<file path="src/rtl/fp_adder_arbiter_pkg.sv">
// Shared types and helpers for the round-robin floating-point adder arbiter.
package fp_adder_arbiter_pkg;

  typedef enum logic [1:0] {IDLE, COMPUTE, RESPOND} state_t;

  typedef struct packed {
    logic invalid;
    logic overflow;
    logic underflow;
  } fp_add_flags_t;

  function automatic int next_rr_index(input int idx, input int n);
    return (idx + 1 >= n) ? 0 : idx + 1;
  endfunction

endpackage

</file>
<file path="src/rtl/fp_adder_arbiter_fp_add.sv">
// Combinational FP adder; subnormal inputs/results flush to zero, NaN results are canonical.
module floating_point_adder #(
  parameter int EXPONENT_WIDTH   = 8,
  parameter int MANTISSA_WIDTH   = 23,
  parameter int ROUND_TO_NEAREST = 1,
  parameter int ROUNDING_BITS    = 3,
  localparam int W = EXPONENT_WIDTH + MANTISSA_WIDTH + 1
) (
  input  logic [W-1:0] a,
  input  logic [W-1:0] b,
  input  logic         subtract,
  output logic [W-1:0] out,
  output logic         invalid,
  output logic         overflow,
  output logic         underflow
);
  localparam int EW = EXPONENT_WIDTH;
  localparam int MW = MANTISSA_WIDTH;
  localparam int RB = ROUNDING_BITS;
  localparam int SW = MW + 1 + RB;
  localparam logic [EW-1:0]        EXP_MAX = '1;
  localparam logic signed [EW+1:0] EXP_ONE = (EW+2)'(1);

  logic                 sa, sb, sx, swap, eff_sub, a_nan, b_nan, a_inf, b_inf, round_up;
  logic [EW-1:0]        ea, eb, ex, ey;
  logic [MW-1:0]        fa, fb, fx, fy, frac;
  logic [SW-1:0]        mx, my, my_sh, norm;
  logic [2*SW-1:0]      sh_full;
  logic [SW:0]          sum;
  logic [RB-1:0]        grs, grs_rest;
  logic [MW+1:0]        mant_r;
  logic signed [EW+1:0] exp_r;
  int                   d, lz;

  always_comb begin
    {sa, ea, fa} = a;
    {sb, eb, fb} = b;
    sb      = sb ^ subtract;
    a_nan   = (ea == EXP_MAX) && (fa != '0);
    b_nan   = (eb == EXP_MAX) && (fb != '0);
    a_inf   = (ea == EXP_MAX) && (fa == '0);
    b_inf   = (eb == EXP_MAX) && (fb == '0);
    eff_sub = sa ^ sb;

    // Order by magnitude so the subtraction below never goes negative.
    swap = {eb, fb} > {ea, fa};
    sx   = swap ? sb : sa;
    ex   = swap ? eb : ea;
    fx   = swap ? fb : fa;
    ey   = swap ? ea : eb;
    fy   = swap ? fa : fb;
    mx   = (ex == '0) ? '0 : {1'b1, fx, {RB{1'b0}}};
    my   = (ey == '0) ? '0 : {1'b1, fy, {RB{1'b0}}};

    d = int'(ex) - int'(ey);
    if (d > SW) d = SW;
    sh_full = {my, {SW{1'b0}}} >> d;
    my_sh   = sh_full[2*SW-1:SW] | SW'(|sh_full[SW-1:0]);
    sum     = eff_sub ? ({1'b0, mx} - {1'b0, my_sh}) : ({1'b0, mx} + {1'b0, my_sh});

    lz = SW;
    for (int i = 0; i < SW; i++) if (sum[i]) lz = SW - 1 - i;

    exp_r = $signed({2'b00, ex});
    if (sum[SW]) begin
      norm  = sum[SW:1] | SW'(sum[0]);
      exp_r = exp_r + EXP_ONE;
    end else begin
      norm  = sum[SW-1:0] << lz;
      exp_r = exp_r - $signed((EW+2)'(lz));
    end

    grs      = norm[RB-1:0];
    grs_rest = grs << 1;
    round_up = (ROUND_TO_NEAREST != 0) && grs[RB-1] && ((grs_rest != '0) || norm[RB]);
    mant_r   = {1'b0, norm[SW-1:RB]} + (MW+2)'(round_up);
    if (mant_r[MW+1]) exp_r = exp_r + EXP_ONE;
    frac = mant_r[MW+1] ? '0 : mant_r[MW-1:0];

    out       = {sx, exp_r[EW-1:0], frac};
    invalid   = 1'b0;
    overflow  = 1'b0;
    underflow = 1'b0;
    if (a_nan || b_nan || (a_inf && b_inf && eff_sub)) begin
      out     = {1'b1, EXP_MAX, 1'b1, {(MW-1){1'b0}}};
      invalid = 1'b1;
    end else if (a_inf || b_inf) begin
      out = {a_inf ? sa : sb, EXP_MAX, {MW{1'b0}}};
    end else if (sum == '0) begin
      out = '0;
    end else if (exp_r >= $signed({2'b00, EXP_MAX})) begin
      out      = {sx, EXP_MAX, {MW{1'b0}}};
      overflow = 1'b1;
    end else if (exp_r <= 0) begin
      out       = {sx, {(EW+MW){1'b0}}};
      underflow = 1'b1;
    end
  end

endmodule

</file>
<file path="src/rtl/fp_adder_arbiter_rr_arbiter.sv">
// Combinational round-robin arbiter: first requester at or after ptr, modulo N.
module rr_arbiter #(
  parameter int N = 4
) (
  input  logic [N-1:0]         req,
  input  logic [$clog2(N)-1:0] ptr,
  output logic [N-1:0]         grant,
  output logic [$clog2(N)-1:0] grant_id,
  output logic                 any_req
);
  localparam int IDW = $clog2(N);

  int             idx;
  logic [IDW-1:0] idx_w;

  always_comb begin
    grant    = '0;
    grant_id = '0;
    any_req  = 1'b0;
    idx      = 0;
    idx_w    = '0;
    for (int k = 0; k < N; k++) begin
      idx = int'(ptr) + k;
      if (idx >= N) idx = idx - N;
      idx_w = IDW'(idx);
      if (!any_req && req[idx_w]) begin
        any_req      = 1'b1;
        grant[idx_w] = 1'b1;
        grant_id     = idx_w;
      end
    end
  end

endmodule

</file>
<file path="src/rtl/fp_adder_arbiter.sv">
// Round-robin sharing of one FP adder among NUM_REQUESTERS clients, one op in flight.
// Optional per-client sticky flags: FP_ADDER_ARBITER_STICKY_FLAGS_EN.
//   state   | meaning
//   IDLE    | scan requests, accept the round-robin winner
//   COMPUTE | adder driven from latched operands, result captured at the edge
//   RESPOND | result presented to the granted client until it accepts
module fp_adder_arbiter
  import fp_adder_arbiter_pkg::*;
#(
  parameter int EXPONENT_WIDTH   = 8,
  parameter int MANTISSA_WIDTH   = 23,
  parameter int ROUND_TO_NEAREST = 1,
  parameter int ROUNDING_BITS    = 3,
  parameter int NUM_REQUESTERS   = 4,
  localparam int W = EXPONENT_WIDTH + MANTISSA_WIDTH + 1
) (
  input  logic                        clk,
  input  logic                        rst_n,
  input  logic [NUM_REQUESTERS-1:0]   req_valid,
  output logic [NUM_REQUESTERS-1:0]   req_ready,
  input  logic [NUM_REQUESTERS*W-1:0] req_a,
  input  logic [NUM_REQUESTERS*W-1:0] req_b,
  input  logic [NUM_REQUESTERS-1:0]   req_subtract,
  output logic [NUM_REQUESTERS-1:0]   resp_valid,
  input  logic [NUM_REQUESTERS-1:0]   resp_ready,
  output logic [W-1:0]                resp_out,
`ifdef FP_ADDER_ARBITER_STICKY_FLAGS_EN
  input  logic                        clear_sticky,
  output logic [3*NUM_REQUESTERS-1:0] sticky_flags,
`endif
  output logic [2:0]                  resp_flags
);
  localparam int IDW = $clog2(NUM_REQUESTERS);

  state_t                    state;
  logic [IDW-1:0]            rr_ptr, grant_id, arb_id;
  logic [NUM_REQUESTERS-1:0] arb_grant;
  logic                      arb_any, op_sub, resp_hs;
  logic [W-1:0]              op_a, op_b, res_out, add_out;
  logic                      add_inv, add_ovf, add_unf;
  fp_add_flags_t             res_flags;

  rr_arbiter #(.N(NUM_REQUESTERS)) u_arb (
    .req      (req_valid),
    .ptr      (rr_ptr),
    .grant    (arb_grant),
    .grant_id (arb_id),
    .any_req  (arb_any)
  );

  floating_point_adder #(
    .EXPONENT_WIDTH   (EXPONENT_WIDTH),
    .MANTISSA_WIDTH   (MANTISSA_WIDTH),
    .ROUND_TO_NEAREST (ROUND_TO_NEAREST),
    .ROUNDING_BITS    (ROUNDING_BITS)
  ) u_add (
    .a         (op_a),
    .b         (op_b),
    .subtract  (op_sub),
    .out       (add_out),
    .invalid   (add_inv),
    .overflow  (add_ovf),
    .underflow (add_unf)
  );

  assign req_ready  = (state == IDLE) ? arb_grant : '0;
  assign resp_valid = (state == RESPOND) ? (NUM_REQUESTERS'(1) << grant_id) : '0;
  assign resp_hs    = (state == RESPOND) && resp_ready[grant_id];
  assign resp_out   = res_out;
  assign resp_flags = res_flags;

  always_ff @(posedge clk or negedge rst_n) begin
    if (!rst_n) begin
      state     <= IDLE;
      rr_ptr    <= '0;
      grant_id  <= '0;
      op_a      <= '0;
      op_b      <= '0;
      op_sub    <= 1'b0;
      res_out   <= '0;
      res_flags <= '0;
    end else begin
      case (state)
        IDLE: if (arb_any) begin
          op_a     <= req_a[arb_id*W +: W];
          op_b     <= req_b[arb_id*W +: W];
          op_sub   <= req_subtract[arb_id];
          grant_id <= arb_id;
          state    <= COMPUTE;
        end
        COMPUTE: begin
          res_out   <= add_out;
          res_flags <= {add_inv, add_ovf, add_unf};
          state     <= RESPOND;
        end
        RESPOND: if (resp_hs) begin
          rr_ptr <= IDW'(next_rr_index(int'(grant_id), NUM_REQUESTERS));
          state  <= IDLE;
        end
        default: state <= IDLE;
      endcase
    end
  end

`ifdef FP_ADDER_ARBITER_STICKY_FLAGS_EN
  // Clear has priority over a coinciding response handshake.
  always_ff @(posedge clk or negedge rst_n) begin
    if (!rst_n)
      sticky_flags <= '0;
    else if (clear_sticky)
      sticky_flags <= '0;
    else if (resp_hs)
      sticky_flags[grant_id*3 +: 3] <= sticky_flags[grant_id*3 +: 3] | res_flags;
  end
`endif

endmodule

</file>
<file path="config.mk">
export PLATFORM = sky130hd
export DESIGN_NAME = fp_adder_arbiter
export DESIGN_NICKNAME = d
export VERILOG_FILES = /design/src/rtl/fp_adder_arbiter_pkg.sv /design/src/rtl/fp_adder_arbiter_fp_add.sv /design/src/rtl/fp_adder_arbiter_rr_arbiter.sv /design/src/rtl/fp_adder_arbiter.sv
export SDC_FILE = /design/constraint.sdc
export NUM_CORES = 1
export LEC_CHECK = 0
export BUFFER_PORTS_ARGS = -buffer_cell sky130_fd_sc_hd__buf_2
export CORE_MARGIN = 10
export CORE_UTILIZATION = 25
export DETAILED_ROUTE_END_ITERATION = 8
export RECOVER_POWER = 25
export SYNTH_ARGS = -nofsm -noshare
export SYNTH_HDL_FRONTEND = slang
export SYNTH_HIERARCHICAL = 1
export SYNTH_SLANG_ARGS = --single-unit
</file>
<file path="constraint.sdc">
create_clock -name clk -period 27.1 [get_ports clk]
set_clock_uncertainty 0.2 [all_clocks]
set_input_delay 4.065 -clock clk [delete_from_list [all_inputs] [get_ports clk]]
set_output_delay 4.065 -clock clk [all_outputs]
set_load 0.005 [all_outputs]
</file>
==> results.sh, run 1 <==
export IMPL_gp_congestion=0.972
export IMPL_regArea_um2=2650
export IMPL_ys_seq_area_frac=0.150
export IMPL_max_slew_margin=-0.227
export IMPL_drive_gt1_frac=0.248
export IMPL_wirelength_mm=73.4
export IMPL_yosys_area_share_simple=0.245
export IMPL_cts_setup_buffers=0
export IMPL_die_area_um2=81900
export IMPL_cp_top_family="compound AO/OA/AOI/OAI gates"
export IMPL_fin_cells=3411
export IMPL_core_area_um2=70100
export IMPL_fin_nets=2813
export IMPL_drt_iter0_markers=2429
export IMPL_hold_depth=1
export IMPL_finalInstanceArea_um2=20300
export IMPL_first_global_vias=18200
export IMPL_post_dp_hpwl_mm=59.7
export IMPL_max_freq_ghz=0.0547
export IMPL_grt_max_degree=72
export IMPL_synth_edf_count=0
export IMPL_rsz0062_at_grt="false"
export IMPL_cts_buffer_depth=2
export IMPL_start_util=0.253
export IMPL_multi_input_area_um2=14200
export IMPL_slew_viol_final=37
export IMPL_ys_ff_latch=106
export IMPL_setup_viol=0
export IMPL_syn_area_um2=17700
export IMPL_end_kind="flip-flop"
export IMPL_violations="max-capacitance violations, max-slew violations"
export IMPL_hold_buffers=0
export IMPL_area_growth_pct=14.8
export IMPL_worstPathRequired_ps=27170
export IMPL_cts_root_buf="clkbuf_16"
export IMPL_cp_buffers_inverters=4
export IMPL_r2r_cells=61
export IMPL_dieWidth_um=286
export IMPL_ctsResizeCount=0
export IMPL_avgSynthCellArea_um2=7.86
export IMPL_async_flop_share=1.00
export IMPL_cts_sinks=106
export IMPL_avgRoutedWirePerCell_um=21.5
export IMPL_grtUsageTotal=0.172
export IMPL_drtAntennaViolNets=0
export IMPL_syn_nets=2601
export IMPL_synth_fa_ha_area_frac=0.0555
export IMPL_drc_errors=0
export IMPL_port_buffers=312
export IMPL_hold_class="reg -> reg"
export IMPL_vias=19500
export IMPL_htreeDepth=3
export IMPL_crit_path_start_kind="flip-flop"
export IMPL_most_common_layout_cells="287 x buf_2, 241 x nand2_1, 190 x nor2_1, 151 x a21oi_1, 121 x o21ai_0"
export IMPL_crit_fanout=18
export IMPL_status="finished with violations"
export IMPL_r2r_slack_ps=8810
export IMPL_synth_compound_area_frac=0.274
export IMPL_die_h_um=286
export IMPL_grt_pass1_wl_mm=113
export IMPL_cts_tree="built"
export IMPL_synth_flop_cell="dfrtp_1"
export IMPL_clock_latency_ps=390
export IMPL_via_per_inst=5.71
export IMPL_post_route_period_util=0.675
export IMPL_critPathKind="reg -> reg"
export IMPL_slowest_stage="nor3_1"
export IMPL_ys_types=123
export IMPL_grt_overflow=0
export IMPL_synth_xor_area_share=0.0391
export IMPL_cp_depth=61
export IMPL_fill_cells=7727
export IMPL_first_pass_iters=7
export IMPL_dpl_cell_count=3394
export IMPL_rows=97
export IMPL_fin_setup_tns_ps=0
export IMPL_synth_mux_area_frac=0.182
export IMPL_drv_cap=1
export IMPL_ioPinCount=313
export IMPL_yosys_warnings=6
export IMPL_cp_arrival_ps=18350
export IMPL_max_stage_delay_ps=960
export IMPL_cts_buffers_inserted=9
export IMPL_final_common_cell="buf_2"
export IMPL_postSynthCellCount=2253
export IMPL_synth_top_family_by_area="compound AO/OA/AOI/OAI gates"
export IMPL_period_needed_ps=18290
export IMPL_antenna_found_initial=2
export IMPL_tightest_slew_ps=1840
export IMPL_hold_viol_final=0
export IMPL_crit_top_cell="o21ai_0"
export IMPL_placed_area_um2=20100
export IMPL_cts_reportedPaths_clkPinSlew_ps=80
==> layer usage <==
layer | vias to the layer above | part of all wire | wire (µm) | global-route usage
li1 | 9023 | - | - | -
met1 | 9373 | 0.43 | 31400 | 0.229
met2 | 955 | 0.46 | 33800 | 0.278
met3 | 141 | 0.079 | 5760 | 0.0297
met4 | 0 | 0.033 | 2400 | 0.0562
met5 | - | 0 | 0 | 0
==> path summary, 6_finish.rpt <==
kind / start / endpoint
max in group asynchronous: rst_n / op_a[13]
min in group asynchronous: rst_n / resp_flags[2]
worst max-delay path: op_a[13] / resp_out[12]
worst max register to register: op_a[13] / resp_out[12]
worst min-delay path: resp_out[31] / resp_out[31]
worst min register to register: resp_out[31] / resp_out[31]
==> area by class of cell <==
cell class	count	area share
multi-input cells	1929	0.696
flip-flops and latches	106	0.130
repair buffers	340	0.0856
well taps	940	0.0578
inverters	79	0.0146
clock buffers	10	0.0113
clock inverters	6	0.00363
diodes	1	0.000123
==> synthesized netlist by cell type (all sizes together), types with 33 or more instances <==
master  number  share of area
a21o        33          0.014
a21oi      153          0.044
a31oi       39          0.014
and3        37          0.014
buf         68          0.022
clkbuf      71          0.015
dfrtp      106           0.15
ha          77          0.054
inv         76          0.016
mux2       117          0.074
mux4        70          0.089
nand2      245          0.053
nand3       93          0.027
nand4       35          0.013
nor2       193          0.041
nor3        68          0.021
nor4        33          0.013
o211ai      38          0.016
o21ai      140          0.041
xnor2       45          0.022
xor2        34          0.017
==> state kept, by name (all words and copies together) (netlist names) <==
| name | flops |
|---|---|
| op_a | 32 |
| op_b | 32 |
| resp_out | 32 |
| resp_flags | 3 |
| grant_id | 2 |
| rr_ptr | 2 |
| state | 2 |
| op_sub | 1 |
==> cells by family (layout without fill, tap and decap cells) <==
| group | count (synthesis) | count (layout) |
|---|---|---|
| compound gates | 696 | 696 |
| xor+xnor | 79 | 79 |
| fa+ha+maj | 78 | 78 |
| buf+inv | 218 | 435 |
| flops | 106 | 106 |
| mux | 219 | 219 |
| other cells | 0 | 1 |
| simple gates | 857 | 857 |
==> stage by stage <==
step | setup WS [ps] | utilization | hold WS (ps)
2_1_floorplan | 13460 | - | 302
3_3_place_gp | 9650 | 0.286 | 284
3_5_place_dp | 9570 | 0.286 | 289
4_1_cts | 9470 | 0.290 | 306
5_1_grt | 7360 | 0.290 | 314
6_report | 8810 | 0.290 | 306
Power of run 1 is not shown: default switching activity piles up to over one toggle a cycle in this logic, so the estimate is an artifact.
==> inputs of run 2 (changes only) <==
- clock period: 27.1 -> 16.2 ns (I/O delays scaled with it)
==> run 2 against run 1 <==
Compared with the run above: the flow still finishes with violations (max-capacitance violations, max-slew violations); critical path depth is 5 higher; sequential share of layout area decreased by 0.21 points; cell count grew 0.88%; fmax up 21%; highest routed layer unchanged; die area unchanged; wire length grew 1.4%.
==> results.sh, run 2 (synthesis gave the netlist of run 1 again) <==
export IMPL_grt_overflow=0
export IMPL_most_common_layout_cells="287 x buf_2, 241 x nand2_1, 187 x nor2_1, 147 x a21oi_1, 120 x o21ai_0"
export IMPL_grt_max_degree=72
export IMPL_first_global_vias=18800
export IMPL_end_kind="flip-flop"
export IMPL_via_per_inst=5.71
export IMPL_clock_latency_ps=390
export IMPL_die_area_um2=81900
export IMPL_slew_viol_final=37
export IMPL_cp_arrival_ps=15130
export IMPL_dieWidth_um=286
export IMPL_gp_congestion=0.981
export IMPL_port_buffers=312
export IMPL_critPathKind="reg -> reg"
export IMPL_final_common_cell="buf_2"
export IMPL_cts_reportedPaths_clkPinSlew_ps=70
export IMPL_antenna_found_initial=0
export IMPL_grt_pass1_wl_mm=114
export IMPL_period_needed_ps=15060
export IMPL_area_growth_pct=16.7
export IMPL_cts_buffer_depth=2
export IMPL_setup_viol=0
export IMPL_post_dp_hpwl_mm=60.8
export IMPL_cts_buffers_inserted=9
export IMPL_fin_setup_tns_ps=0
export IMPL_hold_buffers=0
export IMPL_tightest_slew_ps=1870
export IMPL_slowest_stage="or4_4"
export IMPL_crit_fanout=14
export IMPL_cp_buffers_inverters=5
export IMPL_finalInstanceArea_um2=20700
export IMPL_htreeDepth=3
export IMPL_cp_top_family="compound AO/OA/AOI/OAI gates"
export IMPL_start_util=0.253
export IMPL_grtUsageTotal=0.174
export IMPL_core_area_um2=70100
export IMPL_drv_cap=1
export IMPL_fin_nets=2845
export IMPL_fill_cells=7731
export IMPL_dp_slack_ps=380
export IMPL_violations="max-capacitance violations, max-slew violations"
export IMPL_ioPinCount=313
export IMPL_drive_gt1_frac=0.263
export IMPL_first_pass_iters=6
export IMPL_placed_area_um2=20300
export IMPL_vias=19600
export IMPL_max_stage_delay_ps=640
export IMPL_cts_root_buf="clkbuf_16"
export IMPL_crit_path_start_kind="flip-flop"
export IMPL_drtAntennaViolNets=0
export IMPL_rows=97
export IMPL_rsz0062_at_grt="false"
export IMPL_diodes=0
export IMPL_max_slew_margin=-0.246
export IMPL_worstPathRequired_ps=16270
export IMPL_cts_sinks=106
export IMPL_hold_viol_final=0
export IMPL_die_h_um=286
export IMPL_status="finished with violations"
export IMPL_avgRoutedWirePerCell_um=21.6
export IMPL_max_freq_ghz=0.0664
export IMPL_drc_errors=0
export IMPL_drt_iter0_markers=2385
export IMPL_hold_class="reg -> reg"
export IMPL_post_route_period_util=0.930
export IMPL_worst_slack_ps=1140
export IMPL_wirelength_mm=74.4
export IMPL_cts_tree="built"
## run 2: per-layer routing
metal  share of wire  wire length [µm]  global-route usage  up-vias
met2            0.46             34300               0.281      842
met4           0.033              2490              0.0568        0
met5               0                 0                   0        -
li1                -                 -                   -     9100
met3           0.068              5030              0.0285      138
met1            0.44             32600               0.234     9569
## run 2: final cells by class
cell class | count | area, µm² | area share
multi-input combinational | 1929 | 14200 | 0.689
sequential | 106 | 2650 | 0.128
timing repair buffer | 372 | 1980 | 0.0958
tap | 940 | 1180 | 0.0569
inverter | 79 | 298 | 0.0144
clock buffer | 10 | 239 | 0.0116
clock inverter | 5 | 78.8 | 0.00381
## run 2: per-stage QoR
step,util,hold WS [ps],std cells
2_1_floorplan,-,302,2253
3_3_place_gp,0.289,283,3423
4_1_cts,0.294,304,3438
5_1_grt,0.295,317,3441
6_report,0.295,306,3441
3_5_place_dp,0.289,289,3423
## run 2: final timing paths
path / from / to / slack, ps / cells after the start
min: resp_out[25] / resp_out[25] / 310 / 1
min in group asynchronous: rst_n / resp_out[24] / 2340 / 1
max reg2reg: op_a[28] / resp_out[12] / 1140 / 66
max in group asynchronous: rst_n / op_a[11] / 11680 / 2
max: op_a[28] / resp_out[12] / 1140 / 66
min reg2reg: resp_out[25] / resp_out[25] / 310 / 1
## run 2: what timing repair did
| item | 4_1_cts | 5_1_grt |
|---|---|---|
| setup buffers | 0 | 3 |
| endpoints found under the setup margin | 0 | 33 |
| resized for setup | 0 | 20 |
## run 2: worst reg2reg max path: cells and delay by family (launching register included)
family	cells	cell delay (ps)
AOI/OAI and AO/OA	30	6400
and+or+nand+nor	21	4500
adders and majority gates	6	1660
xor gates and xnor gates	2	520
muxes	2	670
buffers and inverters	5	600
DFF	1	410
Power of run 2 is left out for the same reason.
